$ cat config.mk
export PLATFORM = sky130hd
export DESIGN_NAME = mem_arbiter
export DESIGN_NICKNAME = d
export VERILOG_FILES = /design/src/rtl/mem_arbiter.sv
export SDC_FILE = /design/constraint.sdc
export NUM_CORES = 1
export LEC_CHECK = 0
export ABC_AREA = 1
export CAP_MARGIN = 10
export CORE_AREA = 2 2 247 249
export CTS_CLUSTER_SIZE = 20
export DETAILED_ROUTE_END_ITERATION = 7
export DIE_AREA = 0 0 249 251
export SKIP_LAST_GASP = 1
export SYNTH_ARGS = -nofsm -noshare
export SYNTH_HDL_FRONTEND = slang
export SYNTH_SLANG_ARGS = --single-unit
$ cat constraint.sdc
create_clock -name clk -period 3.8 [get_ports clk]
set_input_delay 0.95 -clock clk [delete_from_list [all_inputs] [get_ports clk]]
set_output_delay 0.95 -clock clk [all_outputs]
set_load 0.02 [all_outputs]
$ cat src/rtl/mem_arbiter.sv
// Round-robin arbiter sharing one burst memory port between icache refill and
// dcache refill/writeback; routes read beats to the owner and drives cpu_stall.
module mem_arbiter #(
  parameter int unsigned DATA_W = 128,
  parameter int unsigned BURST  = 4,
  parameter int unsigned ADDR_W = 32
) (
  input  logic              clk,
  input  logic              rst,
  input  logic              ic_req_valid,
  input  logic [ADDR_W-1:0] ic_req_addr,
  output logic              ic_req_ready,
  output logic              ic_resp_valid,
  output logic              ic_resp_last,
  input  logic              dc_req_valid,
  input  logic              dc_req_rnw,
  input  logic [ADDR_W-1:0] dc_req_addr,
  output logic              dc_req_ready,
  input  logic [DATA_W-1:0] dc_wdata,
  input  logic              dc_wdata_valid,
  output logic              dc_wdata_ready,
  output logic              dc_resp_valid,
  output logic              dc_resp_last,
  output logic [DATA_W-1:0] resp_data,
  output logic              mem_cmd_valid,
  input  logic              mem_cmd_ready,
  output logic              mem_cmd_rnw,
  output logic [ADDR_W-1:0] mem_cmd_addr,
  output logic [DATA_W-1:0] mem_wdata,
  output logic              mem_wdata_valid,
  input  logic              mem_wdata_ready,
  input  logic [DATA_W-1:0] mem_rdata,
  input  logic              mem_rdata_valid,
  output logic              cpu_stall,
  output logic              proto_err
);

  localparam int unsigned CNT_W = $clog2(BURST);
  localparam int unsigned OFF_W = $clog2(BURST * DATA_W / 8);
  localparam logic [ADDR_W-1:0] OFF_MASK = ADDR_W'((64'd1 << OFF_W) - 64'd1);

  typedef enum logic [1:0] {
    IDLE  = 2'd0,
    CMD   = 2'd1,
    WDATA = 2'd2,
    RDATA = 2'd3
  } state_t;

  state_t            state;
  logic [CNT_W-1:0]  cnt;
  logic              owner_dc;
  logic              last_dc;
  logic              rnw;
  logic [ADDR_W-1:0] addr;

  logic grant_any;
  logic grant_dc;
  logic last_beat;
  logic wbeat;
  logic rbeat;

  // Round robin: on a tie the requester that was not granted last wins.
  assign grant_any = ic_req_valid | dc_req_valid;
  assign grant_dc  = dc_req_valid & (~ic_req_valid | ~last_dc);
  assign last_beat = (cnt == CNT_W'(BURST - 1));
  assign wbeat     = (state == WDATA) & dc_wdata_valid & mem_wdata_ready;
  assign rbeat     = (state == RDATA) & mem_rdata_valid;

  always_ff @(posedge clk or posedge rst) begin
    if (rst) begin
      state     <= IDLE;
      cnt       <= '0;
      owner_dc  <= 1'b0;
      last_dc   <= 1'b1;
      rnw       <= 1'b0;
      addr      <= '0;
      proto_err <= 1'b0;
    end else begin
      if (mem_rdata_valid && (state != RDATA)) proto_err <= 1'b1;
      case (state)
        IDLE: begin
          if (grant_any) begin
            owner_dc <= grant_dc;
            last_dc  <= grant_dc;
            rnw      <= grant_dc ? dc_req_rnw : 1'b1;
            addr     <= grant_dc ? dc_req_addr : ic_req_addr;
            state    <= CMD;
          end
        end
        CMD: begin
          if (mem_cmd_ready) begin
            state <= rnw ? RDATA : WDATA;
            cnt   <= '0;
          end
        end
        WDATA: begin
          if (wbeat) begin
            cnt <= cnt + CNT_W'(1);
            if (last_beat) state <= IDLE;
          end
        end
        RDATA: begin
          if (rbeat) begin
            cnt <= cnt + CNT_W'(1);
            if (last_beat) state <= IDLE;
          end
        end
        default: state <= IDLE;
      endcase
    end
  end

  assign ic_req_ready = (state == IDLE) & grant_any & ~grant_dc;
  assign dc_req_ready = (state == IDLE) & grant_dc;

  assign mem_cmd_valid = (state == CMD);
  assign mem_cmd_rnw   = rnw;
  assign mem_cmd_addr  = addr & ~OFF_MASK;

  // Writeback beats flow straight through; the arbiter only counts them.
  assign mem_wdata       = (state == WDATA) ? dc_wdata : '0;
  assign mem_wdata_valid = (state == WDATA) & dc_wdata_valid;
  assign dc_wdata_ready  = (state == WDATA) & mem_wdata_ready;

  assign ic_resp_valid = rbeat & ~owner_dc;
  assign dc_resp_valid = rbeat & owner_dc;
  assign ic_resp_last  = rbeat & ~owner_dc & last_beat;
  assign dc_resp_last  = rbeat & owner_dc & last_beat;
  assign resp_data     = rbeat ? mem_rdata : '0;

  assign cpu_stall = ic_req_valid | dc_req_valid | (state != IDLE);

endmodule

==> results.json <==
{
  "async_flop_share_pct": 100.0,
  "finalCriticalPeriod_ns": 3.649,
  "grt_start_max_net_pins": 61,
  "yosys_most_used_dff": "dfrtp_1",
  "timing.final.max_slew_violations": 0,
  "dr.first_iter.drc_count": 294,
  "die_h_um": 251,
  "grt_overflow": 0,
  "viasPerCell": 2.919,
  "synthTopCellsByArea": "nor2_1 27%, inv_1 26%, dfrtp_1 21%",
  "arrival_ns": 2.70,
  "syn_avg_cell_area_um2": 5.084,
  "layout-drive-gt1-share_pct": 7.440,
  "period_share_pct": 96.04,
  "antenna_found_initial": 1,
  "io_buffer_count": 610,
  "outcome": "finished clean",
  "cts_tree": "built",
  "core_area_mm2": 0.05979,
  "ioPinCount": 629,
  "start_util_pct": 6.487,
  "yosysSeqAreaShare_pct": 21.97,
  "fmax_ghz": 0.2740,
  "crit_path_max_fanout": 54,
  "hp-class": "flip-flop to flip-flop",
  "yosysUniqueCellTypes": 27,
  "syn_inst": 763,
  "hold_viol_final": 0,
  "rows": 90,
  "slew_headroom_pct": 40.47,
  "synth_top_area_share_pct": 27.48,
  "finalSetupViolations": 0,
  "final_nets": 1700,
  "dpl.hpwl_um": 28200,
  "powerDensity_mw_per_mm2": 410.3,
  "synthToLayoutAreaGrowth_pct": 190.3,
  "ys_warn_count": 0,
  "rsz0062_at_grt": "false",
  "drv_cap": 0,
  "first_global_vias": 6114,
  "cts-hold-fix-buffers": 0,
  "synth-seq-cells": 34,
  "vias": 6290,
  "htreeDepth": 2,
  "drc_errors": 0,
  "startpoint_type": "input pin",
  "die_x_um": 249,
  "grt_use_total_pct": 9.516,
  "ant_nets": 0,
  "regToRegSetupSlack_ns": 2.15,
  "power.total_mw": 4.620,
  "worstPathRequired_ns": 2.85,
  "tightestPinTransition_ns": 0.8920,
  "n_fill_cell": 6807,
  "synth-edff-count": 0,
  "die_area_mm2": 0.06250,
  "numCtsBuffers": 5,
  "endpoint_kind": "primary output",
  "post_drt_wl_per_cell_um": 14.77,
  "path_clk_slew_ns": 0.06,
  "fin_hold_ws_ns": 0.4671,
  "cts.sinks": 34,
  "synth_area_leader_cell": "nor2_1",
  "grt_pass1_wl_um": 43690,
  "crit_type": "input pin to primary output",
  "finalWeightedCongestion": 0.7982,
  "synth_area_mm2": 0.003879,
  "first_pass_iters": 4,
  "wl_um": 31820,
  "insertion_delay_ns": 0.29,
  "ir_drop_mv": 0.3023,
  "leakagePower_nw": 5.388,
  "cts_resized": 0,
  "finClkSkew_ns": 0.003308,
  "cts_setup_buffers": 3,
  "cts.path.max_buffers": 2,
  "root_buffer": "clkbuf_16"
}
==> metrics by stage <==
step                instance area (µm²)  setup slack, ns  setup TNS, ns  std cells  util (%)
finish                            11260           0.1506              0       2155     18.83
global route                      11260          0.04987              0       2154     18.83
CTS                               11250           0.1565              0       2153     18.82
detailed placement                11070         -0.01267       -0.01909       2142     18.52
global placement                  11070       -0.0003328     -0.0005271       2142     18.52
floorplan                          3897            1.120              0        768         -
==> synth_stat cells (2+ instances only) <==
cell type    n
nor2_1     284
inv_1      269
nand2_1     47
dfrtp_1     33
buf_2       25
o21ai_0     22
nand3_1     14
nand2_2     10
o21ai_2     10
clkbuf_1     9
o21ai_1      9
buf_4        7
buf_6        4
a21oi_1      3
inv_4        2
nand3b_1     2
nor3_1       2
o21bai_1     2
==> layer usage <==
metal  part of all wire, %  global-route usage [%]
met3                    12                   4.587
met5                     0                       0
met1                    41                   11.48
met2                    46                   15.66
met4                   1.0                   1.195
==> registers in the layout (all words and copies together), names as in the netlist <==
register,count
addr,26
cnt,2
state,2
last_dc,1
mem_cmd_rnw,1
owner_dc,1
proto_err,1
==> cells by family (layout without fill, tap and decap cells) <==
group                    count (synthesis)  in the layout  share of synthesized area, %
flip-flops                              34             34                         21.97
AND/OR/NAND/NOR                        364            364                         37.52
adder cells (fa/ha/maj)                  1              1                        0.3225
other                                    1              8                       0.09668
buffers and inverters                  317            920                         33.06
AO/OA/AOI/OAI                           46             46                         7.032
==> worst paths after layout <==
kind	startpoint	endpoint	cells after the start
setup / recovery	mem_rdata_valid	resp_data[10]	6
hold / removal	last_dc$_DFFE_PP1N_	last_dc$_DFFE_PP1N_	2
setup reg to reg	state[1]$_DFFE_PP0P_	addr[10]$_DFFE_PP0N_	7
hold reg to reg	last_dc$_DFFE_PP1N_	last_dc$_DFFE_PP1N_	2
max in group asynchronous	rst	addr[23]$_DFFE_PP0N_	3
min in group asynchronous	rst	addr[18]$_DFFE_PP0N_	2
==> report_power, final <==
part           switching (mW)  internal [mW]
clock                   0.169          0.262
combinational            1.91           1.60
sequential              0.132          0.540
==> layout by cell type (no fill, tap or decap) <==
master / synthesis / layout
clkbuf_1: 9 / 2
o21ai_1: 9 / 9
clkdlybuf4s50_1: 0 / 575
or2_2: 1 / 1
nand2_2: 10 / 10
nand2_4: 1 / 2
nor2_1: 284 / 284
nand3b_1: 2 / 2
conb_1: 1 / 6
nor3_1: 2 / 2
nand3_1: 14 / 13
nor2_4: 1 / 1
o21bai_1: 2 / 2
o21ai_2: 10 / 10
nand2_1: 47 / 46
nand3_4: 0 / 1
inv_1: 269 / 269
clkbuf_8: 0 / 1
diode_2: 0 / 2
nor2_2: 1 / 1
inv_2: 1 / 1
clkbuf_16: 0 / 5
nor2_8: 1 / 1
dfrtp_1: 33 / 33
buf_4: 7 / 47
a21oi_1: 3 / 3
dfstp_2: 1 / 1
ha_1: 1 / 1
buf_12: 0 / 18
inv_4: 2 / 2
o21ai_0: 22 / 22
==> critical path, stage by stage <==
cell             delay [ns]
clkdlybuf4s50_1        0.52
nand3_4                0.08
buf_12                 0.17
buf_12                 0.18
nor2_1                 0.12
clkdlybuf4s50_1        0.62
==> layout make-up <==
class                      instances  area (µm²)  area share, %
inverter                         272        1026          9.112
multi-input combinational        417        1783          15.84
antenna                            2       5.005        0.04445
timing repair buffer             640        6469          57.45
sequential                        34       852.1          7.568
tap                              782       978.4          8.690
clock buffer                       8       146.4          1.300
No activity file was read; power rests on OpenSTA's default activity.
